**src/rtl/lwb_pkg.sv**
```systemverilog
`default_nettype none
// ============================================================================
// Module      : lwb_pkg
// Description : Shared opcodes, FSM state type and error codes for the
//               load/writeback stage.
// Revision    : 1.0 - initial release
// ============================================================================
package lwb_pkg;

    localparam logic [31:0] OP_LW  = 32'd16;
    localparam logic [31:0] OP_LH  = 32'd18;
    localparam logic [31:0] OP_LHU = 32'd19;
    localparam logic [31:0] OP_LB  = 32'd20;
    localparam logic [31:0] OP_LBU = 32'd21;

    typedef enum logic [0:0] {
        ST_IDLE = 1'b0,
        ST_WAIT = 1'b1
    } lwb_state_e;

    localparam logic [1:0] ERR_OK       = 2'b00;
    localparam logic [1:0] ERR_MISALIGN = 2'b01;
    localparam logic [1:0] ERR_TIMEOUT  = 2'b10;

    function automatic logic is_load(input logic [31:0] op);
        return (op == OP_LW) || (op == OP_LH) || (op == OP_LHU) ||
               (op == OP_LB) || (op == OP_LBU);
    endfunction

endpackage
`default_nettype wire

```
**src/rtl/load_extract.sv**
```systemverilog
`default_nettype none
// ============================================================================
// Module      : load_extract
// Description : Combinational lane select and sign/zero extension of a
//               naturally aligned little-endian memory word.
// Revision    : 1.0 - initial release
// ============================================================================
module load_extract
    import lwb_pkg::*;
#(
    parameter int XLEN = 32,
    parameter int OP_W = 6
) (
    input  logic [OP_W-1:0]             op,
    input  logic [$clog2(XLEN/8)-1:0]   addr_lo,
    input  logic [XLEN-1:0]             mem_rdata,
    output logic [XLEN-1:0]             result
);

    logic [31:0]     w_op;
    logic [XLEN-1:0] w_shifted;
    logic [7:0]      w_byte;
    logic [15:0]     w_half;
    logic [31:0]     w_word;
    logic [XLEN-1:0] w_word_sext;

    assign w_op      = 32'(op);
    // Byte offset scaled to bits brings the addressed lane down to bit 0.
    assign w_shifted = mem_rdata >> {addr_lo, 3'b000};
    assign w_byte    = w_shifted[7:0];
    assign w_half    = w_shifted[15:0];
    assign w_word    = w_shifted[31:0];

    generate
        if (XLEN == 64) begin : g_word_ext64
            assign w_word_sext = {{(XLEN-32){w_word[31]}}, w_word};
        end else begin : g_word_ext32
            assign w_word_sext = w_word;
        end
    endgenerate

    always_comb begin
        result = '0;
        case (w_op)
            OP_LB:   result = {{(XLEN-8){w_byte[7]}}, w_byte};
            OP_LBU:  result = {{(XLEN-8){1'b0}}, w_byte};
            OP_LH:   result = {{(XLEN-16){w_half[15]}}, w_half};
            OP_LHU:  result = {{(XLEN-16){1'b0}}, w_half};
            OP_LW:   result = w_word_sext;
            default: result = '0;
        endcase
    end

endmodule
`default_nettype wire

```
**src/rtl/load_writeback.sv**
```systemverilog
`default_nettype none
// ============================================================================
// Module      : load_writeback
// Description : Registered writeback stage; waits on variable-latency load
//               data, aligns/extends it, flags timeouts and misalignment.
//               Optional: LWB_MISALIGN_TRAP_EN traps misaligned loads with
//               wb_err=01 instead of forcing the address aligned.
// Revision    : 1.0 - initial release
// ============================================================================
module load_writeback
    import lwb_pkg::*;
#(
    parameter int XLEN    = 32,
    parameter int OP_W    = 6,
    parameter int RD_W    = 5,
    parameter int TIMEOUT = 255
) (
    input  logic             clk,
    input  logic             rst_n,
    input  logic             in_valid,
    output logic             in_ready,
    input  logic [OP_W-1:0]  in_op,
    input  logic [RD_W-1:0]  in_rd,
    input  logic [XLEN-1:0]  in_alu_result,
    input  logic             mem_rvalid,
    input  logic [XLEN-1:0]  mem_rdata,
    output logic             wb_valid,
    output logic             wb_we,
    output logic [RD_W-1:0]  wb_rd,
    output logic [XLEN-1:0]  wb_data,
    output logic [1:0]       wb_err
);

    localparam int AW    = $clog2(XLEN/8);
    localparam int CNT_W = $clog2(TIMEOUT + 1);
    localparam logic [CNT_W-1:0] c_cnt_last = CNT_W'(TIMEOUT - 1);

    lwb_state_e      r_state, w_state_nxt;
    logic [CNT_W-1:0] r_cnt, w_cnt_nxt;
    logic [OP_W-1:0] r_op;
    logic [RD_W-1:0] r_rd;
    logic [AW-1:0]   r_addr_lo;
    logic            r_wb_valid, r_wb_we;
    logic [RD_W-1:0] r_wb_rd;
    logic [XLEN-1:0] r_wb_data;
    logic [1:0]      r_wb_err;

    logic            w_wb_valid_nxt, w_wb_we_nxt;
    logic [RD_W-1:0] w_wb_rd_nxt;
    logic [XLEN-1:0] w_wb_data_nxt;
    logic [1:0]      w_wb_err_nxt;
    logic            w_latch;
    logic [31:0]     w_in_op32;
    logic            w_in_is_load;
    logic            w_trap;
    logic [AW-1:0]   w_addr_aligned;
    logic [XLEN-1:0] w_load_result;

    assign w_in_op32    = 32'(in_op);
    assign w_in_is_load = is_load(w_in_op32);

`ifdef LWB_MISALIGN_TRAP_EN
    logic w_in_misaligned;
    assign w_in_misaligned =
        (((w_in_op32 == OP_LH) || (w_in_op32 == OP_LHU)) && in_alu_result[0]) ||
        ((w_in_op32 == OP_LW) && (in_alu_result[1:0] != 2'b00));
    assign w_trap = w_in_is_load && w_in_misaligned;
`else
    assign w_trap = 1'b0;
`endif

    // Without trapping, offending low bits are dropped so the load still completes.
    always_comb begin
        w_addr_aligned = in_alu_result[AW-1:0];
        if ((w_in_op32 == OP_LH) || (w_in_op32 == OP_LHU)) begin
            w_addr_aligned[0] = 1'b0;
        end else if (w_in_op32 == OP_LW) begin
            w_addr_aligned[1:0] = 2'b00;
        end
    end

    load_extract #(
        .XLEN (XLEN),
        .OP_W (OP_W)
    ) u_load_extract (
        .op        (r_op),
        .addr_lo   (r_addr_lo),
        .mem_rdata (mem_rdata),
        .result    (w_load_result)
    );

    always_comb begin
        w_state_nxt    = r_state;
        w_cnt_nxt      = r_cnt;
        w_latch        = 1'b0;
        w_wb_valid_nxt = 1'b0;
        w_wb_rd_nxt    = r_wb_rd;
        w_wb_data_nxt  = r_wb_data;
        w_wb_err_nxt   = r_wb_err;
        case (r_state)
            ST_IDLE: begin
                if (in_valid) begin
                    if (!w_in_is_load) begin
                        w_wb_valid_nxt = 1'b1;
                        w_wb_rd_nxt    = in_rd;
                        w_wb_data_nxt  = in_alu_result;
                        w_wb_err_nxt   = ERR_OK;
                    end else if (w_trap) begin
                        w_wb_valid_nxt = 1'b1;
                        w_wb_rd_nxt    = in_rd;
                        w_wb_data_nxt  = '0;
                        w_wb_err_nxt   = ERR_MISALIGN;
                    end else begin
                        w_latch     = 1'b1;
                        w_cnt_nxt   = '0;
                        w_state_nxt = ST_WAIT;
                    end
                end
            end
            ST_WAIT: begin
                // Data arriving on the expiry cycle still wins over the timeout.
                if (mem_rvalid) begin
                    w_wb_valid_nxt = 1'b1;
                    w_wb_rd_nxt    = r_rd;
                    w_wb_data_nxt  = w_load_result;
                    w_wb_err_nxt   = ERR_OK;
                    w_cnt_nxt      = '0;
                    w_state_nxt    = ST_IDLE;
                end else if (r_cnt == c_cnt_last) begin
                    w_wb_valid_nxt = 1'b1;
                    w_wb_rd_nxt    = r_rd;
                    w_wb_data_nxt  = '0;
                    w_wb_err_nxt   = ERR_TIMEOUT;
                    w_cnt_nxt      = '0;
                    w_state_nxt    = ST_IDLE;
                end else begin
                    w_cnt_nxt = r_cnt + 1'b1;
                end
            end
            default: begin
                w_state_nxt = ST_IDLE;
            end
        endcase
        w_wb_we_nxt = w_wb_valid_nxt && (w_wb_err_nxt == ERR_OK) && (w_wb_rd_nxt != '0);
    end

    always_ff @(posedge clk) begin
        if (!rst_n) begin
            r_state    <= ST_IDLE;
            r_cnt      <= '0;
            r_op       <= '0;
            r_rd       <= '0;
            r_addr_lo  <= '0;
            r_wb_valid <= 1'b0;
            r_wb_we    <= 1'b0;
            r_wb_rd    <= '0;
            r_wb_data  <= '0;
            r_wb_err   <= ERR_OK;
        end else begin
            r_state    <= w_state_nxt;
            r_cnt      <= w_cnt_nxt;
            r_wb_valid <= w_wb_valid_nxt;
            r_wb_we    <= w_wb_we_nxt;
            r_wb_rd    <= w_wb_rd_nxt;
            r_wb_data  <= w_wb_data_nxt;
            r_wb_err   <= w_wb_err_nxt;
            if (w_latch) begin
                r_op      <= in_op;
                r_rd      <= in_rd;
                r_addr_lo <= w_addr_aligned;
            end
        end
    end

    assign in_ready = (r_state == ST_IDLE);
    assign wb_valid = r_wb_valid;
    assign wb_we    = r_wb_we;
    assign wb_rd    = r_wb_rd;
    assign wb_data  = r_wb_data;
    assign wb_err   = r_wb_err;

endmodule
`default_nettype wire
```
**config.mk**
```make
export PLATFORM = sky130hd
export DESIGN_NAME = load_writeback
export DESIGN_NICKNAME = d
export VERILOG_FILES = /design/src/rtl/lwb_pkg.sv /design/src/rtl/load_extract.sv /design/src/rtl/load_writeback.sv
export SDC_FILE = /design/constraint.sdc
export NUM_CORES = 1
export LEC_CHECK = 0
export ABC_AREA = 1
export BUFFER_PORTS_ARGS = -buffer_cell sky130_fd_sc_hd__buf_2
export CORE_UTILIZATION = 46
export DETAILED_ROUTE_END_ITERATION = 12
export PLACE_DENSITY = 0.76
export SLEW_MARGIN = 25
export SYNTH_ARGS = -nofsm -noshare
export SYNTH_HDL_FRONTEND = slang
export SYNTH_SLANG_ARGS = --single-unit
```
**constraint.sdc**
```tcl
create_clock -name clk -period 1.5 [get_ports clk]
set_input_delay 0.15 -clock clk [delete_from_list [all_inputs] [get_ports clk]]
set_output_delay 0.15 -clock clk [all_outputs]
set_load 0.05 [all_outputs]
```
==> results by group <==
Job
  – Max cap viols: 0

Layout
  – Finished Layout Cells: 774
  – Commonest cells after routing, fill and taps aside: 120 x buf_2, 83 x nand2_1, 70 x a21oi_1, 58 x dfxtp_1, 44 x buf_4
  – Finished Cell Area: 0.00527 mm²
  – Area grow syn2layout: 42.2%
  – Diode count: 0
  – Commonest non-fill, non-tap cell in the layout: buf_2
  – Finished Core Util: 67.8%
  – Share of cells above drive strength 1: 45.1%
  – Nets: 748

Worst setup path
  – Reg2Reg Setup Slack: -0.19 ns
  – Req. time, crit path: 1.79 ns
  – Worst Path Max Fanout: 8
  – CP Capture Type: flip-flop
  – Startpoint type of the worst setup path: flip-flop
  – CP arrival: 1.98 ns
  – Reg2reg start: r_op[5]
  – Setup CP Type: reg -> reg
  – Crit path launch: r_op[5]

Synth
  – Post-synthesis cell type count: 43
  – Post-synthesis sequential area ratio: 34.0%
  – Synth Net Count: 593
  – Synth Instances: 512
  – Post-synthesis register bit count: 63
  – Ys Warns: 0
  – Avg Synthesized Cell Area: 7.24 µm²
  – Post-synth design cell area: 0.00370 mm²

Routing
  – Drt first-iter violations: 267
  – Total number of vias: 4,270
  – DR WL/cell: 15.9 µm
  – Antenna-violating nets left: 0
  – DRC violations left: 0
  – Drt first pass iters: 5
  – Routed WL: 12,300 µm
  – Via-to-Cell Ratio: 5.52

Hold path
  – Min-Delay Startpoint: in_rd[4]
  – Hold Crit Class: in -> reg

STA
  – Max-slew violations: 0
  – Slew at the pin closest to its max-slew limit: 0.688 ns
  – Hold slack final: 0.0547 ns
  – Final worst slack: -0.193 ns
  – Post-Route Skew: 0.0115 ns
  – TNS Setup: -3.36 ns
  – Fin crit share: 113%
  – Final setup fails: 35
  – Fmax: 591 MHz
  – Hold Vio Cnt, Final: 0
  – Max_slew headroom: 54.2%
  – Minimum clock period: 1.69 ns
  – RSZ-0062 raised after global routing: yes

Clock network
  – Total CTS buffers: 9
  – Clock sink count: 63
  – TritonCTS clock tree: yes
  – Worst-path clk slew: 0.08 ns
  – Clock root buffer: clkbuf_8
  – Clk buf depth: 2
  – Clock Latency Late Sink: 0.36 ns
  – CTS HTree Levels: 3

Die
  – I/O pin total: 121
  – Rows: 32
  – Die width: 91.7 µm
  – Core area: 0.00777 mm²
  – Vert. Die Dim: 91.7 µm
  – Die area: 0.00842 mm²
  – Initial Util: 47.7%

Place
  – GP Congestion: 0.899
  – Placed inst area: 0.00458 mm²
  – Dpl hpwl: 8120 µm
  – Setup Slack @ Placement: -0.129 ns
  – Placed Cells: 743
  – PortBufs: 120

Run status
  – Outcome: complete, but fails checks
  – Failing checks: negative setup slack

Pwr
  – Pwr dens: 845 mW/mm²
  – Worst ir drop on vdd: 0.000472 V
  – Power, Total: 4.45 mW
  – P_leak: 2.33 nW

Global route
  – Total gr overflow: 0
  – Vias in the first global route: 3,886
  – Initial antenna violation count: 0
  – First-pass GRT wire length: 18,300 µm
  – Met3 usage: 3.98%
  – Total GRT Usage: 27.6%
  – Met1 Usage GRT: 33.9%
  – Met2 GRT Util: 47.6%
  – Gr busiest metal: met2
  – Largest net degree at the start of global routing: 45
==> cell usage after synthesis (all sizes together) <==
library cell,instances,share of area [%]
xor2,1,0.24
a31oi,1,0.34
clkinv,2,0.34
nor2,35,5.2
o21bai,1,0.20
or2,1,0.17
buf,26,5.8
a211oi,1,0.20
dfxtp,63,34
mux2i,7,1.9
inv,46,4.9
o21ai,92,14
nand3,18,3.4
o21a,1,0.20
a21boi,1,0.30
nand2,94,10
nor3,3,0.71
a21oi,85,12
o31ai,1,0.20
o22ai,2,0.34
o211ai,7,1.6
nand4,9,1.5
ha,2,0.68
a22oi,6,1.2
clkbuf,7,0.71
==> cell families after synthesis <==
family | count (synthesis) | synth area share, %
AO/OA/AOI/OAI | 198 | 30.1
XOR/XNOR | 1 | 0.236
adder cells (fa/ha/maj) | 2 | 0.675
buffers and inverters | 81 | 11.7
flip-flops | 63 | 34.0
multiplexers | 7 | 1.89
AND/OR/NAND/NOR | 160 | 21.3
==> layer usage <==
| layer | part of all wire [%] | routed length, µm |
|---|---|---|
| met1 | 41 | 5060 |
| met2 | 49 | 5990 |
| met3 | 7.5 | 922 |
| met4 | 3.0 | 369 |
| met5 | 0 | 0 |
==> critical path: stages (launching register included) <==
cell	delay, ns
dfxtp_2	0.32
inv_2	0.07
nand2_4	0.06
nor3_4	0.25
o21ai_4	0.11
a21oi_4	0.32
clkbuf_16	0.22
o21ai_0	0.13
a21oi_1	0.16
==> registers in the layout, indices dropped and copies added (netlist names) <==
name and count:
r_addr_lo 2, r_cnt 8, r_op 6, r_rd 5, r_state 1, wb_data 32
wb_err 2, wb_rd 5, wb_valid 1, wb_we 1
==> what timing repair did <==
item,4_1_cts,5_1_grt
endpoints found under the hold margin,0,0
hold buffers,0,0
pin swaps,6,14
resized for setup,30,57
setup buffers,4,5
setup endpoints to repair,33,42
cloned,1,5
==> power by group <==
group | switching (mW) | internal [mW] | leakage (nW)
logic | 0.758 | 0.365 | 1.71
registers | 0.0701 | 1.77 | 0.520
clock network | 0.727 | 0.765 | 0.0916
total | 1.55 | 2.90 | 2.33
==> path summary, 6_finish.rpt <==
kind         depth (start not counted)     endpoint
max                                  8  wb_data[10]
min                                  3      r_rd[4]
max reg2reg                          8  wb_data[10]
min reg2reg                          2    wb_err[0]
==> final cells by class <==
cell class	instances	area (µm²)
sequential	63	1270
clock inverter	7	71.3
inverter	48	211
multi-input combinational	368	2290
tap	102	128
timing repair buffer	174	1130
fill	662	2500
timing repair inverter	3	42.5
clock buffer	9	124
No activity file was read; power rests on OpenSTA's default activity.
